--- config.mk ---
export PLATFORM = sky130hd
export DESIGN_NAME = hazard_stall_ctrl
export DESIGN_NICKNAME = d
export VERILOG_FILES = /design/src/rtl/hz_pkg.sv /design/src/rtl/hz_stall_timer.sv /design/src/rtl/hazard_stall_ctrl.sv
export SDC_FILE = /design/constraint.sdc
export NUM_CORES = 1
export LEC_CHECK = 0
export CORE_MARGIN = 10
export CORE_UTILIZATION = 50
export DETAILED_ROUTE_END_ITERATION = 16
export GPL_TIMING_DRIVEN = 0
export PLACE_DENSITY_LB_ADDON = 0.2
export SYNTH_ARGS = -nofsm -noshare
export SYNTH_HDL_FRONTEND = slang
export SYNTH_SLANG_ARGS = --single-unit
export TNS_END_PERCENT = 10
--- constraint.sdc ---
create_clock -name clk -period 3.6 [get_ports clk]
set_clock_uncertainty 0.2 [all_clocks]
set_input_delay 0.54 -clock clk [delete_from_list [all_inputs] [get_ports clk]]
set_output_delay 0.54 -clock clk [all_outputs]
set_load 0.05 [all_outputs]
--- src/rtl/hz_pkg.sv ---
// hz_pkg: shared definitions for the hazard/stall scheduler.
//   hz_state_e  - registered cycle class reported on hz_state (RUN/LDUSE/IMISS/DMISS)
//   hz_class_e  - combinational cycle class, including branch redirect
//   CV_*        - bit positions within the pipeline control vector
//   ctrl_for()  - control vector for a given cycle class
//   state_for() - hz_state value loaded for a given cycle class
package hz_pkg;

    typedef enum logic [1:0] {
        HZ_RUN   = 2'd0,
        HZ_LDUSE = 2'd1,
        HZ_IMISS = 2'd2,
        HZ_DMISS = 2'd3
    } hz_state_e;

    typedef enum logic [2:0] {
        CLS_RUN,
        CLS_LDUSE,
        CLS_IMISS,
        CLS_DMISS,
        CLS_REDIR
    } hz_class_e;

    localparam int unsigned CV_PC_W   = 0;
    localparam int unsigned CV_IFID_W = 1;
    localparam int unsigned CV_IFID_F = 2;
    localparam int unsigned CV_IDEX_W = 3;
    localparam int unsigned CV_IDEX_F = 4;
    localparam int unsigned CV_EXM_W  = 5;
    localparam int unsigned CV_MWB_W  = 6;
    localparam int unsigned CV_WIDTH  = 7;

    typedef logic [CV_WIDTH-1:0] ctrl_vec_t;

    function automatic ctrl_vec_t ctrl_for(hz_class_e c);
        ctrl_vec_t v;
        v = '0;
        case (c)
            CLS_RUN: begin
                v[CV_PC_W]   = 1'b1;
                v[CV_IFID_W] = 1'b1;
                v[CV_IDEX_W] = 1'b1;
                v[CV_EXM_W]  = 1'b1;
                v[CV_MWB_W]  = 1'b1;
            end
            CLS_REDIR: begin
                v = '1;
            end
            CLS_IMISS: begin
                // Front end holds, IF/ID gets a bubble, back end drains.
                v[CV_IFID_F] = 1'b1;
                v[CV_IDEX_W] = 1'b1;
                v[CV_EXM_W]  = 1'b1;
                v[CV_MWB_W]  = 1'b1;
            end
            CLS_LDUSE: begin
                v[CV_IDEX_W] = 1'b1;
                v[CV_IDEX_F] = 1'b1;
                v[CV_EXM_W]  = 1'b1;
                v[CV_MWB_W]  = 1'b1;
            end
            CLS_DMISS: begin
                v = '0;
            end
            default: begin
                v = '0;
            end
        endcase
        return v;
    endfunction

    function automatic hz_state_e state_for(hz_class_e c);
        case (c)
            CLS_LDUSE: return HZ_LDUSE;
            CLS_IMISS: return HZ_IMISS;
            CLS_DMISS: return HZ_DMISS;
            default:   return HZ_RUN;
        endcase
    endfunction

endpackage

--- src/rtl/hz_stall_timer.sv ---
// hz_stall_timer: watchdog for miss stalls.
//   clk           - clock
//   rst           - synchronous active-low reset
//   miss          - current cycle is an I-miss or D-miss stall
//   stall_timeout - sticky flag, set once TIMEOUT consecutive miss cycles have elapsed
// The counter advances on miss cycles, clears on any other cycle and saturates at TIMEOUT.
module hz_stall_timer #(
    parameter int unsigned TIMEOUT = 1023
) (
    input  logic clk,
    input  logic rst,
    input  logic miss,
    output logic stall_timeout
);

    localparam logic [15:0] LIMIT = 16'(TIMEOUT);

    logic [15:0] cnt_q;
    logic        flag_q;

    always_ff @(posedge clk) begin
        if (!rst) begin
            cnt_q  <= '0;
            flag_q <= 1'b0;
        end else if (miss) begin
            if (cnt_q != LIMIT) begin
                cnt_q <= cnt_q + 16'd1;
            end
            // Flag on the edge that brings the count to TIMEOUT.
            if (cnt_q >= LIMIT - 16'd1) begin
                flag_q <= 1'b1;
            end
        end else begin
            cnt_q <= '0;
        end
    end

    assign stall_timeout = flag_q;

endmodule

--- src/rtl/hazard_stall_ctrl.sv ---
// hazard_stall_ctrl: pipeline scheduler for the 5-stage MIPS core.
// Classifies each cycle (D-miss > redirect > I-miss > load-use > run) and drives
// PC / pipeline-register write enables and flushes combinationally; hz_state is the
// registered class. A watchdog (hz_stall_timer) flags miss stalls that never end.
// Ports:
//   clk, rst (sync, active-low)
//   ID_Rs, ID_Rt, ID_UsesRt        - source operands of the ID instruction
//   EX_MemRead, EX_WR_out          - EX instruction is a load / its destination
//   EX_BranchTaken                 - taken branch resolved in EX
//   IC_stall, DC_stall             - cache miss pending (level)
//   PCWrite, IF_ID_Write, IF_ID_Flush, ID_EX_Write, ID_EX_Flush, EX_M_Write, M_WB_Write
//   hz_state                       - 0 RUN, 1 LDUSE, 2 IMISS, 3 DMISS
//   stall_timeout                  - sticky watchdog error
// Build option HZ_PERF_CNT_EN: adds cnt_lduse, cnt_imiss, cnt_dmiss, cnt_flush (CNT_W bits,
// saturating cycle counters).
import hz_pkg::*;

module hazard_stall_ctrl #(
    parameter int unsigned TIMEOUT = 1023
`ifdef HZ_PERF_CNT_EN
    ,
    parameter int unsigned CNT_W = 32
`endif
) (
    input  logic       clk,
    input  logic       rst,
    input  logic [4:0] ID_Rs,
    input  logic [4:0] ID_Rt,
    input  logic       ID_UsesRt,
    input  logic       EX_MemRead,
    input  logic [4:0] EX_WR_out,
    input  logic       EX_BranchTaken,
    input  logic       IC_stall,
    input  logic       DC_stall,
    output logic       PCWrite,
    output logic       IF_ID_Write,
    output logic       IF_ID_Flush,
    output logic       ID_EX_Write,
    output logic       ID_EX_Flush,
    output logic       EX_M_Write,
    output logic       M_WB_Write,
    output logic [1:0] hz_state,
    output logic       stall_timeout
`ifdef HZ_PERF_CNT_EN
    ,
    output logic [CNT_W-1:0] cnt_lduse,
    output logic [CNT_W-1:0] cnt_imiss,
    output logic [CNT_W-1:0] cnt_dmiss,
    output logic [CNT_W-1:0] cnt_flush
`endif
);

    hz_class_e cls;
    ctrl_vec_t ctrl;
    logic      ld_use;
    hz_state_e state_q;

    always_comb begin
        // $0 is hardwired to zero, so a load targeting it is never a hazard.
        ld_use = EX_MemRead && (EX_WR_out != 5'd0) &&
                 ((EX_WR_out == ID_Rs) || (ID_UsesRt && (EX_WR_out == ID_Rt)));

        if (DC_stall) begin
            cls = CLS_DMISS;
        end else if (EX_BranchTaken) begin
            cls = CLS_REDIR;
        end else if (IC_stall) begin
            cls = CLS_IMISS;
        end else if (ld_use) begin
            cls = CLS_LDUSE;
        end else begin
            cls = CLS_RUN;
        end

        if (!rst) begin
            ctrl            = '0;
            ctrl[CV_IFID_F] = 1'b1;
            ctrl[CV_IDEX_F] = 1'b1;
        end else begin
            ctrl = ctrl_for(cls);
        end
    end

    assign PCWrite     = ctrl[CV_PC_W];
    assign IF_ID_Write = ctrl[CV_IFID_W];
    assign IF_ID_Flush = ctrl[CV_IFID_F];
    assign ID_EX_Write = ctrl[CV_IDEX_W];
    assign ID_EX_Flush = ctrl[CV_IDEX_F];
    assign EX_M_Write  = ctrl[CV_EXM_W];
    assign M_WB_Write  = ctrl[CV_MWB_W];

    always_ff @(posedge clk) begin
        if (!rst) begin
            state_q <= HZ_RUN;
        end else begin
            state_q <= state_for(cls);
        end
    end

    assign hz_state = state_q;

    hz_stall_timer #(
        .TIMEOUT (TIMEOUT)
    ) u_timer (
        .clk           (clk),
        .rst           (rst),
        .miss          ((cls == CLS_IMISS) || (cls == CLS_DMISS)),
        .stall_timeout (stall_timeout)
    );

`ifdef HZ_PERF_CNT_EN
    logic [CNT_W-1:0] lduse_q, imiss_q, dmiss_q, flush_q;

    always_ff @(posedge clk) begin
        if (!rst) begin
            lduse_q <= '0;
            imiss_q <= '0;
            dmiss_q <= '0;
            flush_q <= '0;
        end else begin
            if (cls == CLS_LDUSE && lduse_q != '1) lduse_q <= lduse_q + 1'b1;
            if (cls == CLS_IMISS && imiss_q != '1) imiss_q <= imiss_q + 1'b1;
            if (cls == CLS_DMISS && dmiss_q != '1) dmiss_q <= dmiss_q + 1'b1;
            if (cls == CLS_REDIR && flush_q != '1) flush_q <= flush_q + 1'b1;
        end
    end

    assign cnt_lduse = lduse_q;
    assign cnt_imiss = imiss_q;
    assign cnt_dmiss = dmiss_q;
    assign cnt_flush = flush_q;
`endif

endmodule
==> results_dict.tcl <==
set metrics [dict create \
    n_antenna_cell 0 \
    clkTransAtPathRegs_ps 100 \
    drc_errors 0 \
    syn2layout_area_growth_pct 32.2 \
    worstSetupPathType "input port to primary output" \
    fin_total_pwr_mw 0.418 \
    finalSetupTns_ps 0 \
    tightest_slew_ps 517 \
    dieArea_sq_um 4610 \
    status "complete, no violations" \
    slew_violations 0 \
    cp-end-kind "primary output" \
    overflow 0 \
    hold_path_class "flop to flop" \
    place.port_buffers 31 \
    cts_setup_buffers 0 \
    cts-root-buf "clkbuf_4" \
    yosysUniqueCellTypes 40 \
    pin_count 32 \
    ys_seq_area_frac 0.332 \
    die_x_um 67.9 \
    hold_end "u_timer.cnt_q[6]" \
    rr_startpoint "u_timer.cnt_q[0]" \
    synthCells 138 \
    fin_crit_sh 0.950 \
    ir_drop_mv 0.212 \
    syn_nets 162 \
    rows 17 \
    worstPathArrival_ps 2680 \
    synth-seq-cells 19 \
    synth_warnings 0 \
    rr_worst_depth 6 \
    synth_edf_count 0 \
    reg2reg_slack_ps 1590 \
    drt-total-wl_mm 3.02 \
    grt_pass1_wl_mm 5.01 \
    initial_core_util 0.524 \
    final_layout_size_suffix_gt1_frac 0.0925 \
    crit_fanout 3 \
    cts.path.max_buffers 2 \
    ys.flop_type "dfxtp_1" \
    synth_area_leader_cell "dfxtp_1" \
    hold_viol_final 0 \
    crit_required_ps 2860 \
    cts_buffers 3 \
    die_y_um 67.9 \
    drtIter0Drc 21 \
    num_vias 1184 \
    avgSynthCellArea_sq_um 8.31 \
    clock.fmax_mhz 292 \
    insertion_delay_ps 310 \
    maxSlewHeadroom 0.654 \
    setup_violations 0 \
    final_core_util 0.692 \
    postRouteAntennaNets 0 \
    synthTopCellsByArea "dfxtp_1, xor2_1, o21ai_0" \
    synth_top_area_frac 0.332 \
    htreeDepth 1 \
    cp-start-kind "input port" \
    core_area_sq_um 2190 \
    drt-wirelength-per-cell_um 15.0 \
    layout_min_cycle_time_ps 3420 \
    antenna_found_initial 0 \
    reg2reg_to "u_timer.cnt_q[13]" \
    routed_via_density 5.89 \
    min_from "u_timer.cnt_q[6]" \
    nNetsFinal 198 \
    grt_usage 0.138 \
    synth-async-reset-ratio 0 \
    p_per_area_nw_per_um2 275 \
    rsz0062_at_grt "false" \
    routabilityCongestion 0.766 \
    grt_pass1_vias 1119 \
    dp_hpwl_mm 2.37 \
    grt_max_degree 12 \
    cap_viol_max_count 0 \
    synth_area_sq_um 1150 \
    cts.sinks 19 \
    cts_tree "done" \
    min_delay_path_depth 2 \
    leakagePower_nw 0.569 \
    first_pass_iters 4 \
]
==> state kept, by name, indices dropped and copies added (netlist names) <==
name and flops:
hz_state 2, u_timer.cnt_q 16, u_timer.stall_timeout 1
==> kinds of logic (layout without fill, tap and decap cells) <==
group	count (synthesis)	count (layout)	synth area share
muxes	2	2	0.0174
AOI/OAI and AO/OA	41	41	0.239
and+or+nand+nor	52	52	0.263
xor gates and xnor gates	10	10	0.0763
adders and majority gates	2	2	0.0218
buffers and inverters	12	47	0.0512
DFF	19	19	0.332
==> Yosys cell counts, types with 3 or more instances <==
| library cell | count |
|---|---|
| a2111o_1 | 3 |
| a21oi_1 | 11 |
| and3_1 | 3 |
| buf_4 | 3 |
| clkbuf_1 | 3 |
| dfxtp_1 | 19 |
| inv_1 | 4 |
| nand2_1 | 15 |
| nand2b_1 | 3 |
| nor2_1 | 4 |
| nor3_1 | 4 |
| nor4_1 | 3 |
| o21ai_0 | 13 |
| or3_1 | 3 |
| or4_1 | 3 |
| xor2_1 | 9 |
==> routing by layer <==
metal	global-route usage	share of wire
met4	0.0704	0.024
met3	0.0636	0.088
met2	0.203	0.46
met1	0.165	0.43
met5	0	0
==> stage by stage <==
stage                     cells  setup WS [ps]  hold WS [ps]  cell area, sq um
after floorplan             138            483           223              1150
after global placement      197          -70.9           241              1490
after detailed placement    197          -90.9           270              1490
after CTS                   201            177           286              1520
after global routing        201           52.0           322              1520
final                       201            179           282              1520
==> critical path, stage by stage <==
cell and delay (ps):
clkdlybuf4s50_1 480, or4_1 540, o21ai_0 310, o31a_1 190, buf_4 110, dlygate4sd2_1 520
==> where the power goes <==
part | internal, mW | switching [mW]
clock network | 0.0415 | 0.0707
registers | 0.213 | 0.00243
logic | 0.0417 | 0.0480
total | 0.296 | 0.121
==> worst max-delay path by stage <==
stage | from | endpoint | slack (ps)
final | EX_WR_out[2] | PCWrite | 180
after CTS | EX_WR_out[2] | PCWrite | 180
after global routing | EX_WR_out[2] | PCWrite | 50
after global placement | EX_WR_out[1] | PCWrite | -70
after floorplan | EX_WR_out[3] | ID_EX_Flush | 480
after detailed placement | EX_WR_out[2] | PCWrite | -90
==> layout make-up <==
cell class / count / area (sq um)
buffer: 8 / 43.8
clock buffer: 3 / 22.5
clock inverter: 1 / 5.00
fill: 180 / 674
inverter: 4 / 15.0
multi-input combinational: 107 / 708
sequential: 19 / 380
tap: 28 / 35.0
timing repair buffer: 31 / 307
==> timing repair <==
| action | 4_1_cts | 5_1_grt |
|---|---|---|
| hold endpoints to repair | 0 | 0 |
| hold buffers | 0 | 0 |
| gates resized for setup | 3 | 0 |
| setup endpoints to repair | 3 | 0 |
==> cell usage in the layout, fill, tap and decap left out, types with 4 or more instances in the layout <==
| master | instances |
|---|---|
| inv_1 | 4 |
| o21ai_0 | 13 |
| clkdlybuf4s50_1 | 28 |
| xor2_1 | 9 |
| nor2_1 | 4 |
| nand2_1 | 15 |
| a21oi_1 | 11 |
| dfxtp_1 | 19 |
| nor3_1 | 4 |
Power figures use the tool's default switching activity.
